[src/rtl/maxpool_stream_if.sv]
// Handshake bundle for maxpool_stream: sample input stream and result output stream.
// The slave modport is the reducer's view; master is the producer/consumer side.
interface maxpool_stream_if #(
    parameter int DATA_W = 16,
    parameter int IDX_W  = 2
);
    logic [DATA_W-1:0] In_Data;
    logic              In_Valid;
    logic              In_Ready;
    logic [DATA_W-1:0] Out_Data;
    logic [IDX_W-1:0]  Out_Index;
    logic              Out_Valid;
    logic              Out_Ready;

    modport master (
        output In_Data, In_Valid, Out_Ready,
        input  In_Ready, Out_Data, Out_Index, Out_Valid
    );

    modport slave (
        input  In_Data, In_Valid, Out_Ready,
        output In_Ready, Out_Data, Out_Index, Out_Valid
    );
endinterface

[src/rtl/maxpool_stream.sv]
// Streaming max-pool reducer: one max (and argmax position) per WIN-sample window.
// Define POOL_ARGMAX_EN to build index tracking; otherwise Out_Index is tied to 0.
module maxpool_stream #(
    parameter int DATA_W = 16,
    parameter int WIN    = 4,
    parameter int IDX_W  = (WIN > 1) ? $clog2(WIN) : 1
) (
    input  logic            CLK,
    input  logic            RST,
    input  logic            CLR_POOL,
    input  logic            EN_SIGNED,
    maxpool_stream_if.slave bus
);

    typedef enum logic {
        S_IDLE  = 1'b0,
        S_ACCUM = 1'b1
    } state_t;

    localparam logic [IDX_W-1:0] LAST_IDX = IDX_W'(WIN - 1);

    state_t              r_state;
    state_t              w_state_nxt;
    logic [IDX_W-1:0]    r_cnt;
    logic [IDX_W-1:0]    w_cnt_nxt;
    logic [DATA_W-1:0]   r_acc;
    logic [DATA_W-1:0]   w_acc_nxt;
    logic                r_acc_sgn;
    logic                w_acc_sgn_nxt;
    logic [DATA_W-1:0]   r_out_data;
    logic                r_out_valid;

    logic                w_in_ready;
    logic                w_accept;
    logic                w_out_fire;
    logic                w_gt;
    logic                w_take_new;
    logic                w_last;
    logic                w_load_out;
    logic [DATA_W-1:0]   w_cand_data;

`ifdef POOL_ARGMAX_EN
    logic [IDX_W-1:0]    r_acc_idx;
    logic [IDX_W-1:0]    w_acc_idx_nxt;
    logic [IDX_W-1:0]    r_out_idx;
    logic [IDX_W-1:0]    w_cand_idx;
`endif

    // Input stalls only while a held result is not being taken, or during an abort.
    assign w_in_ready = (~r_out_valid | bus.Out_Ready) & ~CLR_POOL;
    assign w_accept   = bus.In_Valid & w_in_ready;
    assign w_out_fire = r_out_valid & bus.Out_Ready;

    // Strictly-greater compare keeps the earlier sample on ties (lowest index wins).
    assign w_gt = r_acc_sgn ? ($signed(bus.In_Data) > $signed(r_acc))
                            : (bus.In_Data > r_acc);
    assign w_take_new  = (r_state == S_IDLE) | w_gt;
    assign w_cand_data = w_take_new ? bus.In_Data : r_acc;
    assign w_last      = (r_cnt == LAST_IDX);

`ifdef POOL_ARGMAX_EN
    assign w_cand_idx = (r_state == S_IDLE) ? '0 : (w_gt ? r_cnt : r_acc_idx);
`endif

    always_comb begin
        // NOTE: every variable gets its default first so no path leaves one unassigned and no latch is inferred.
        w_state_nxt   = r_state;
        w_cnt_nxt     = r_cnt;
        w_acc_nxt     = r_acc;
        w_acc_sgn_nxt = r_acc_sgn;
        w_load_out    = 1'b0;
`ifdef POOL_ARGMAX_EN
        w_acc_idx_nxt = r_acc_idx;
`endif
        if (CLR_POOL) begin
            w_state_nxt = S_IDLE;
            w_cnt_nxt   = '0;
            w_acc_nxt   = '0;
`ifdef POOL_ARGMAX_EN
            w_acc_idx_nxt = '0;
`endif
        end else if (w_accept) begin
            w_acc_nxt = w_cand_data;
`ifdef POOL_ARGMAX_EN
            w_acc_idx_nxt = w_cand_idx;
`endif
            // Compare mode is latched from the first sample and frozen for the window.
            if (r_state == S_IDLE) begin
                w_acc_sgn_nxt = EN_SIGNED;
            end
            if (w_last) begin
                w_load_out  = 1'b1;
                w_state_nxt = S_IDLE;
                w_cnt_nxt   = '0;
            end else begin
                w_state_nxt = S_ACCUM;
                w_cnt_nxt   = r_cnt + IDX_W'(1);
            end
        end
    end

    always_ff @(posedge CLK or posedge RST) begin
        // NOTE: sequential state uses non-blocking assignments so all registers update from pre-edge values.
        if (RST) begin
            r_state   <= S_IDLE;
            r_cnt     <= '0;
            r_acc     <= '0;
            r_acc_sgn <= 1'b0;
        end else begin
            r_state   <= w_state_nxt;
            r_cnt     <= w_cnt_nxt;
            r_acc     <= w_acc_nxt;
            r_acc_sgn <= w_acc_sgn_nxt;
        end
    end

    // A new result may overwrite the slot in the same cycle the old one is taken.
    always_ff @(posedge CLK or posedge RST) begin
        if (RST) begin
            r_out_data  <= '0;
            r_out_valid <= 1'b0;
        end else if (w_load_out) begin
            r_out_data  <= w_cand_data;
            r_out_valid <= 1'b1;
        end else if (w_out_fire) begin
            r_out_valid <= 1'b0;
        end
    end

`ifdef POOL_ARGMAX_EN
    always_ff @(posedge CLK or posedge RST) begin
        if (RST) begin
            r_acc_idx <= '0;
            r_out_idx <= '0;
        end else begin
            r_acc_idx <= w_acc_idx_nxt;
            if (w_load_out) begin
                r_out_idx <= w_cand_idx;
            end
        end
    end

    assign bus.Out_Index = r_out_idx;
`else
    assign bus.Out_Index = '0;
`endif

    assign bus.In_Ready  = w_in_ready;
    assign bus.Out_Data  = r_out_data;
    assign bus.Out_Valid = r_out_valid;

endmodule

[src/flat_wrapper.sv]
// flat-port wrapper written by rule: the top's interface ports become plain ports
module maxpool_stream_flat 
#(
    parameter int DATA_W = 16,
    parameter int WIN    = 4,
    parameter int IDX_W  = (WIN > 1) ? $clog2(WIN) : 1
)
  (CLK, RST, CLR_POOL, EN_SIGNED, bus_In_Data, bus_In_Valid, bus_Out_Ready, bus_In_Ready, bus_Out_Data, bus_Out_Index, bus_Out_Valid);
  maxpool_stream_if #(.DATA_W(DATA_W), .IDX_W(IDX_W)) bus_i ();
  input  logic CLK;
  input  logic RST;
  input  logic CLR_POOL;
  input  logic EN_SIGNED;
  input wire logic [$bits(bus_i.In_Data)-1:0] bus_In_Data;
  input wire logic [$bits(bus_i.In_Valid)-1:0] bus_In_Valid;
  input wire logic [$bits(bus_i.Out_Ready)-1:0] bus_Out_Ready;
  output wire logic [$bits(bus_i.In_Ready)-1:0] bus_In_Ready;
  output wire logic [$bits(bus_i.Out_Data)-1:0] bus_Out_Data;
  output wire logic [$bits(bus_i.Out_Index)-1:0] bus_Out_Index;
  output wire logic [$bits(bus_i.Out_Valid)-1:0] bus_Out_Valid;
  assign bus_i.In_Data = bus_In_Data;
  assign bus_i.In_Valid = bus_In_Valid;
  assign bus_i.Out_Ready = bus_Out_Ready;
  assign bus_In_Ready = bus_i.In_Ready;
  assign bus_Out_Data = bus_i.Out_Data;
  assign bus_Out_Index = bus_i.Out_Index;
  assign bus_Out_Valid = bus_i.Out_Valid;
  maxpool_stream #(.DATA_W(DATA_W), .WIN(WIN), .IDX_W(IDX_W)) u_core (.CLK(CLK), .RST(RST), .CLR_POOL(CLR_POOL), .EN_SIGNED(EN_SIGNED), .bus(bus_i));
endmodule
[config.mk]
export PLATFORM = sky130hd
export DESIGN_NAME = maxpool_stream_flat
export DESIGN_NICKNAME = d
export VERILOG_FILES = /design/src/rtl/maxpool_stream_if.sv /design/src/rtl/maxpool_stream.sv /design/src/flat_wrapper.sv
export SDC_FILE = /design/constraint.sdc
export NUM_CORES = 1
export LEC_CHECK = 0
export CORE_MARGIN = 2
export CORE_UTILIZATION = 30
export DETAILED_ROUTE_END_ITERATION = 8
export REMOVE_ABC_BUFFERS = 1
export SLEW_MARGIN = 20
export SYNTH_ARGS = -nofsm -noshare
export SYNTH_HDL_FRONTEND = slang
export SYNTH_SLANG_ARGS = --single-unit
[constraint.sdc]
create_clock -name CLK -period 3.1 [get_ports CLK]
set_input_delay 0.62 -clock CLK [delete_from_list [all_inputs] [get_ports CLK]]
set_output_delay 0.62 -clock CLK [all_outputs]
set_load 0.02 [all_outputs]
Yosys cells after proc, flatten, opt, wreduce, memory -nomap -nowiden:

Cells that the tools add are included.

* output and inout bits: 20
* memories kept: 0
* register bits after elaboration: 37
* ROM bits: 0
* word-level logic and storage cells: 36
* RAM bits: 0
* bits in latches: 0
* bits of input ports: 22

* $add $sub $neg: 1
* reduce and logical (&&, ||, !) cells: 3
* shift-type cells: 0
* div/mod/pow operators: 0
* bitwise operators: 8
* multiply operators: 0
* $lt $le $gt $ge: 2
* equal/unequal tests: 1
* muxes and demuxes: 15

Operators with widths (number)
* $mux 16: 3
* $gt 16x16->1: 2
* $mux 1: 9
* $mux 2: 3
* $reduce_bool 2->1: 2
* $and 1x1->1: 3
* $not 1->1: 3
* $reduce_and 3->1: 1
* $add 2x1->2 const B: 1
* $eq 2x2->1 const B: 1
* $or 1x1->1: 2

Depth between registers and ports, before layout:

Gate-level depths: netlist of run 1.

* depth in word-level cells: 7
* gate-level depth with buffers: 9
* mapped depth without buffers: 8

Worst setup path after synthesis of run 1:

No wires, ideal clock.

* kind: input to register
* start point: input bus_In_Data[15]
* end point: register u_core.r_acc[15]
* slack: 0.315 ns
* arrival time: 2.660 ns
* buffers on the path: 2
* setup time: 0.125 ns
* stages: 8
* path through: ha_1 > nand4_2 > or4_4 > or3_1 > buf_6 > nand3_4 > buf_12 > mux2_4

* longest elaborated chain between the ends: 6

Ends and longest elaborated chain
* start: declaration: RTL line flat_wrapper.sv:14 `input wire logic [$bits(bus_i.In_Data)-1:0] bus_In_Data;`
* $gt 16x16->1, on equally long branches: RTL line maxpool_stream.sv:56, maxpool_stream.sv:55
* $mux 1: RTL line maxpool_stream.sv:55 `assign w_gt = r_acc_sgn ? ($signed(bus.In_Data) > $signed(r_acc))`
* $or 1x1->1: RTL line maxpool_stream.sv:57 `assign w_take_new = (r_state == S_IDLE) | w_gt;`
* $mux 16 *: RTL line maxpool_stream.sv:58 `assign w_cand_data = w_take_new ? bus.In_Data : r_acc;`
* $mux 16 *: RTL line maxpool_stream.sv:82 `end else if (w_accept) begin`
* $mux 16 *: RTL line maxpool_stream.sv:75 `if (CLR_POOL) begin`
* end signal: assignment: RTL line maxpool_stream.sv:112 `r_acc <= w_acc_nxt;`
* end: declaration: RTL line maxpool_stream.sv:26 `logic [DATA_W-1:0] r_acc;`

Every way passes the cells marked *; elsewhere a longest branch is shown, timed or not. The select of a mux whose other input is x is not followed.
A chain may end at the register's enable or synchronous reset.

Worst setup path in the final report of run 1:

* start point: input bus_In_Data[15]
* end point: register u_core.r_acc[5]

* longest elaborated chain between the ends: 6

Ends and longest elaborated chain (RTL line)
* $gt 16x16->1, on equally long branches: maxpool_stream.sv:56, maxpool_stream.sv:55
* $mux 1 *: maxpool_stream.sv:55
* $or 1x1->1 *: maxpool_stream.sv:57
* $mux 16 *: maxpool_stream.sv:58
* $mux 16 *: maxpool_stream.sv:82
* $mux 16 *: maxpool_stream.sv:75

Marks and branches as above.

==> results of run 1 <==
[routing by layer]
metal	global-route usage (%)	wire [um]	vias up
met5	0	0	-
met4	3.85	29	0
met3	3.35	219	2
met2	23.2	2630	35
met1	18.1	2580	863
li1	-	-	912
[timing repair]
item / in CTS / in global routing
gates resized for setup: 0 / 1
endpoints found under the hold margin: 0 / 0
setup endpoints to repair: 0 / 6
[metrics by stage]
| stage | hold slack, ns | area (um^2) | util [%] | total power [W] | instances |
|---|---|---|---|---|---|
| floorplan | 0.459 | 2130 | - | 0.000991 | 218 |
| global placement | 0.477 | 2820 | 39.2 | 0.00129 | 376 |
| detailed placement | 0.502 | 2820 | 39.2 | 0.00130 | 376 |
| CTS | 0.518 | 2920 | 40.6 | 0.00168 | 384 |
| global route | 0.548 | 2920 | 40.6 | 0.00175 | 384 |
| finish | 0.514 | 2920 | 40.6 | 0.00166 | 384 |
[power groups by stage]
stage	Sequential, W	Combinational (W)	Clock [W]
6_report	0.000656	0.000626	0.000380
5_1_grt	0.000672	0.000677	0.000403
3_5_place_dp	0.000666	0.000630	0
3_3_place_gp	0.000664	0.000625	0
2_1_floorplan	0.000771	0.000220	0
4_1_cts	0.000658	0.000634	0.000389
[logic make-up (layout without fill, tap and decap cells)]
group	after synthesis	count (layout)	share of synthesized area, %
compound gates	68	68	18.6
fa+ha+maj	17	17	9.65
buf+inv	32	86	6.93
flops	37	37	42.0
mux	17	17	10.2
other cells	1	2	0.170
simple gates	58	58	12.4
[cell type report]
| type | count | area [um^2] | area share (%) |
|---|---|---|---|
| clock buffers | 7 | 96.3 | 3.30 |
| inverters | 19 | 71.3 | 2.45 |
| multi-input cells | 162 | 1130 | 38.7 |
| well taps | 99 | 124 | 4.25 |
| repair buffers | 59 | 566 | 19.4 |
| flip-flops and latches | 37 | 926 | 31.7 |
| clock inverters | 1 | 5.00 | 0.172 |
[sequential cells by signal (all words and copies together) (netlist names)]
name / count
u_core.bus.Out_Data: 16
u_core.r_acc: 16
u_core.r_cnt: 2
u_core.bus.Out_Valid: 1
u_core.r_acc_sgn: 1
u_core.r_state: 1
[layout by cell type (no fill, tap or decap), drive strengths merged]
cell | Yosys | final
or3 | 1 | 1
nand4 | 2 | 2
o21ai | 18 | 18
mux2 | 16 | 16
a211o | 1 | 1
nand3 | 2 | 2
nand2b | 1 | 1
o21bai | 2 | 2
inv | 19 | 19
o31ai | 1 | 1
or2 | 1 | 1
nand3b | 1 | 1
clkdlybuf4s50 | 0 | 39
nor2 | 33 | 33
clkbuf | 8 | 7
conb | 1 | 2
a21oi | 22 | 22
nand2 | 10 | 10
or4 | 1 | 1
buf | 5 | 20
a31oi | 16 | 16
nor2b | 1 | 1
dfrtp | 37 | 37
a211oi | 1 | 1
and2 | 1 | 1
ha | 17 | 17
clkinv | 0 | 1
mux2i | 1 | 1
o211a | 2 | 2
o211ai | 1 | 1
a21boi | 1 | 1
a21o | 3 | 3
nor3 | 3 | 3
and3 | 1 | 1
[cell usage after synthesis]
cell type | count | area share, %
a211o_1 | 1 | 0.40
a211oi_1 | 1 | 0.34
a21boi_0 | 1 | 0.34
a21o_1 | 3 | 1.0
a21oi_1 | 22 | 5.0
a31oi_1 | 16 | 4.5
and2_1 | 1 | 0.28
and3_1 | 1 | 0.28
buf_12 | 1 | 0.91
buf_2 | 1 | 0.23
buf_4 | 2 | 0.68
buf_6 | 1 | 0.51
clkbuf_1 | 8 | 1.4
conb_1 | 1 | 0.17
dfrtp_1 | 37 | 42
ha_1 | 17 | 9.7
inv_1 | 19 | 3.2
mux2_2 | 7 | 3.6
mux2_4 | 9 | 6.1
mux2i_1 | 1 | 0.45
nand2_1 | 10 | 1.7
nand2b_1 | 1 | 0.28
nand3_1 | 1 | 0.23
nand3_4 | 1 | 0.80
nand3b_1 | 1 | 0.34
nand4_1 | 1 | 0.28
nand4_2 | 1 | 0.57
nor2_1 | 33 | 5.6
nor2b_1 | 1 | 0.28
nor3_1 | 3 | 0.68
o211a_1 | 2 | 0.91
o211ai_4 | 1 | 0.97
o21ai_0 | 18 | 4.1
o21bai_1 | 2 | 0.68
o31ai_1 | 1 | 0.34
or2_2 | 1 | 0.28
or3_1 | 1 | 0.28
or4_4 | 1 | 0.51
[how the worst max path moves through the flow]
stage                    start          endpoint  slack, ns  cells after the start
4_1_cts        bus_In_Data[15]   u_core.r_acc[5]       0.14                      8
6_report       bus_In_Data[15]   u_core.r_acc[5]       0.13                      8
3_3_place_gp   bus_In_Data[15]   u_core.r_acc[7]      -0.14                      8
5_1_grt        bus_In_Data[15]   u_core.r_acc[4]       0.04                      8
2_1_floorplan  bus_In_Data[15]  u_core.r_acc[10]       0.16                      6
3_5_place_dp   bus_In_Data[15]   u_core.r_acc[5]      -0.18                      8
[worst max-delay path, stage by stage]
cell	delay, ns
clkdlybuf4s50_1	0.47
ha_1	0.35
nand4_2	0.12
or4_4	0.55
or3_1	0.42
nand3_4	0.13
buf_4	0.18
mux2_4	0.30
==> metrics, run 1 <==
hold path cells=1; Post-Route WL=5.46 mm; layout cells sized above 1=roughly 18%; Worst EP required=3.28 ns; Worst EP arrival=3.15 ns; Clock power frac=22.9%; Nets=~320; Reg clk slew, reported paths=0.07 ns; vias in the first global route=1,767; Worst-Skew Late Latency=around 0.30 ns; Distinct cells, synth=38; critical path peak fanout=5; Worst R2R Start=u_core.r_acc[15]; detailed-router iteration count before antenna repair=5; hold buffer count at cts=0; vias=between 1,500 and 2,000; IO buf count=39; leak pwr=1.33 nW; switching share of total power=33.2%; H-tree depth=2; average wire per cell in the routed design=14.2 um; Synth Cell Area=2200 um^2; r2r setup slk=0.57 ns; Root Driver=clkbuf_8; Final Hold Fails=0; maximum clock rate=roughly 340 MHz; unrepaired setup endpoints after global routing=no; remaining antenna violation count=0; clock buffer depth=2; Yosys reg bits=37; outcome=complete, no violations; Die H=89.7 um; NetSw=0.000551 W; Syn Inst Count=230; core outline area=7180 um^2; Worst Setup End Kind=flip-flop; DRC viols=0; Chip Width=89.7 um; dpl hpwl=~3.8 mm; syn_area_per_cell=around 9.6 um^2; die area=8050 um^2; hold_sp=u_core.r_cnt[0]; Peak VDD IR=0.000199 V; DR vias/cell=about 4.7; total negative slack=0 ns; worst r2r path cells=8; first-pass GRT wire length=8.90 mm; CTS Sinks=37; initial antenna violation count=0; Fillers=~700; period utilization=95.7%; Final Skew=0.00418 ns; PD cells=between 500 and 600 nW/um^2; crit path time final=2.97 ns; worst setup margin=about 0.13 ns; CTS tree=done; Starting Density=30.7%; Layout area overhead=32.4%; Cell Int Power=0.00111 W; DR iter-0 viols=106; post-synthesis sequential area ratio=42.0%; critical path startpoint category=primary input; Synth Warn #=0; Post-CTS Setup Inserts=0; Worst Path Class, Setup=primary input to flip-flop; GRT Overall Usage=13.9%; Logic pwr share=37.7%; gr ovfl total=0; maxcap violations=0; pre-CTS setup slack=-0.177 ns; RePlAce Congestion=~0.8; sequential group share of total power=39.5%; CTS buffer count=5; Top-Level Pins=42; Rows=31; Setup Viol. Count Final=0; Slew Limit Fails=0; worst hold path type=flip-flop to flip-flop; Worst Hold Endpoint=u_core.r_cnt[0]; n_diodes=0; r2r endpoint=u_core.r_acc[5]; largest net degree at the start of global routing=38
(Power assumes the default switching activity.)
==> inputs of run 2 (changes only) <==
--- a/config.mk
+++ b/config.mk
@@ -8,6 +8,7 @@
 export CORE_MARGIN = 2
 export CORE_UTILIZATION = 30
 export DETAILED_ROUTE_END_ITERATION = 8
+export GPL_TIMING_DRIVEN = 1
 export REMOVE_ABC_BUFFERS = 1
 export SLEW_MARGIN = 20
 export SYNTH_ARGS = -nofsm -noshare
==> results of run 2 <==
The final DEF is identical to that of run 1; final timing and power are the same.
==> inputs of run 3 (changes only) <==
--- a/config.mk
+++ b/config.mk
@@ -5,12 +5,11 @@
 export SDC_FILE = /design/constraint.sdc
 export NUM_CORES = 1
 export LEC_CHECK = 0
-export CORE_MARGIN = 2
 export CORE_UTILIZATION = 30
 export DETAILED_ROUTE_END_ITERATION = 8
 export GPL_TIMING_DRIVEN = 1
 export REMOVE_ABC_BUFFERS = 1
-export SLEW_MARGIN = 20
+export SLEW_MARGIN = 25
 export SYNTH_ARGS = -nofsm -noshare
 export SYNTH_HDL_FRONTEND = slang
 export SYNTH_SLANG_ARGS = --single-unit
==> metrics, run 3 (synthesized netlist as in run 1, its figures left out) <==
outcome=complete, no violations; detailed-router iteration count before antenna repair=4 (-1); average wire per cell in the routed design=14.4 um (+1.3%); DR iter-0 viols=77 (-27%); vias=1,823 (+0.61%); remaining antenna violation count=0 (unchanged); hold buffer count at cts=0 (unchanged); Starting Density=31.7% (+1.0 points); Power Total=0.00163 W (-2.1%); largest net degree at the start of global routing=38 (unchanged); IO buf count=39 (unchanged); leak pwr=1.33 nW (about the same); Final Hold Fails=0 (unchanged); critical path peak fanout=12 (+7); H-tree depth=2 (unchanged); PD cells=559 nW/um^2 (-1.8%); Worst Path Class, Setup=primary input to flip-flop; vias in the first global route=1,904 (+7.8%); Final Skew=0.00568 ns (+0.00150 ns); Post-Route WL=5.52 mm (+1.1%); CTS Sinks=37 (unchanged); critical path startpoint category=primary input; Worst-Skew Late Latency=0.29 ns (about the same); crit path time final=2.93 ns (-0.0374 ns); Root Driver=clkbuf_8; CTS tree=done; Setup Viol. Count Final=0 (unchanged); Peak VDD IR=0.000324 V (+63%); unrepaired setup endpoints after global routing=no; Sequential Area=926 um^2 (unchanged); Die H=87.7 um (-2.2%); core outline area=6940 um^2 (-3.2%); worst setup margin=0.172 ns (+0.0374 ns); commonest cells after routing, fill and taps aside=39 x clkdlybuf4s50_1, 37 x dfrtp_1, 33 x nor2_1; Fillers=693 (-2.7%); gr ovfl total=0 (unchanged); Top-Level Pins=42 (unchanged); clock buffer depth=2 (unchanged); period utilization=94.5% (-1.2 points); n_diodes=0 (unchanged); Slew Limit Fails=0 (unchanged); Reg clk slew, reported paths=0.07 ns (about the same); pre-CTS setup slack=-0.146 ns (+0.0318 ns); Worst EP arrival=3.10 ns (-0.05 ns); die area=7690 um^2 (-4.4%); Rows=30 (-3.2%); maxcap violations=0 (unchanged); Chip Width=87.7 um (-2.2%); dpl hpwl=3.87 mm (+1.3%); RePlAce Congestion=0.755 (-5.5%); Post-CTS Setup Inserts=0 (unchanged); Worst EP required=3.27 ns (about the same); DR vias/cell=4.76 (+0.87%); Layout area overhead=32.0%; WHS=0.508 ns (-0.00661 ns); CTS buffer count=5 (unchanged); DRC viols=0 (unchanged); Multi-input gate area=1130 um^2 (unchanged); maximum clock rate=341 MHz (+1.3%); layout cells sized above 1=17.8% (+0.23 points); initial antenna violation count=0 (unchanged); Nets=326 (+0.93%); commonest non-fill, non-tap cell in the layout=clkdlybuf4s50_1; first-pass GRT wire length=9.18 mm (+3.2%); Layout Utilization=41.9% (+1.2 points); GRT Overall Usage=15.6% (+1.8 points); worst hold path type=flip-flop to flip-flop; Worst Setup End Kind=flip-flop
run 3: cell types whose count changed in the layout (fill, tap and decap cells not counted):
| cell | previous run | this run |
|---|---|---|
| buf_4 | 18 | 22 |
| buf_12 | 2 | 1 |
| clkbuf_1 | 0 | 1 |
| clkbuf_8 | 7 | 6 |
| clkinv_2 | 1 | 0 |
run 3: where the power goes:
part           total (W)  switching (W)  leakage (nW)  internal, W
combinational   0.000627       0.000311         0.801     0.000316
clock           0.000344       0.000167        0.0443     0.000177
sequential      0.000656      0.0000593         0.480     0.000596
total            0.00163       0.000538          1.33      0.00109
run 3: routing by layer:
layer	part of all wire, %	vias to the layer above	track usage (%)
met5	0	-	0
met1	49	863	21.2
li1	-	918	-
met2	47	37	25.3
met3	3.7	5	3.30
met4	0.72	0	4.32
run 3: area by class of cell:
class,instances,share of cell area (%)
multi-input cells,162,38.8
flip-flops and latches,37,31.8
repair buffers,62,19.8
well taps,96,4.13
clock buffers,7,2.97
inverters,19,2.45
run 3: what timing repair did:
| action | 4_1_cts | 5_1_grt |
|---|---|---|
| hold endpoints to repair | 0 | 0 |
| resized for setup | 0 | 1 |
| endpoints found under the setup margin | 0 | 12 |
run 3: worst paths after layout:
check	startpoint	endpoint	slack [ns]	depth (start not counted)
worst max-delay path	bus_In_Data[15]	u_core.r_acc[12]	0.17	8
worst min-delay path	u_core.bus.Out_Valid	u_core.bus.Out_Valid	0.51	1
worst max register to register	u_core.r_acc[15]	u_core.r_acc[12]	0.59	8
worst min register to register	u_core.bus.Out_Valid	u_core.bus.Out_Valid	0.51	1
max in group asynchronous	RST	u_core.bus.Out_Data[7]	2.01	3
min in group asynchronous	RST	u_core.bus.Out_Data[2]	0.76	3
run 3: worst max-delay path: stages:
cell             delay (ns)
clkdlybuf4s50_1        0.45
ha_1                   0.34
nand4_2                0.11
or4_4                  0.56
or3_1                  0.42
nand3_4                0.11
buf_12                 0.15
mux2_2                 0.33
run 3: stage by stage:
step / TNS, ns / cell area (um^2) / std cells
5_1_grt: 0 / 2910 / 383
6_report: 0 / 2910 / 383
4_1_cts: 0 / 2910 / 383
2_1_floorplan: 0 / 2130 / 218
3_5_place_dp: -3.19 / 2820 / 376
3_3_place_gp: -2.42 / 2820 / 376
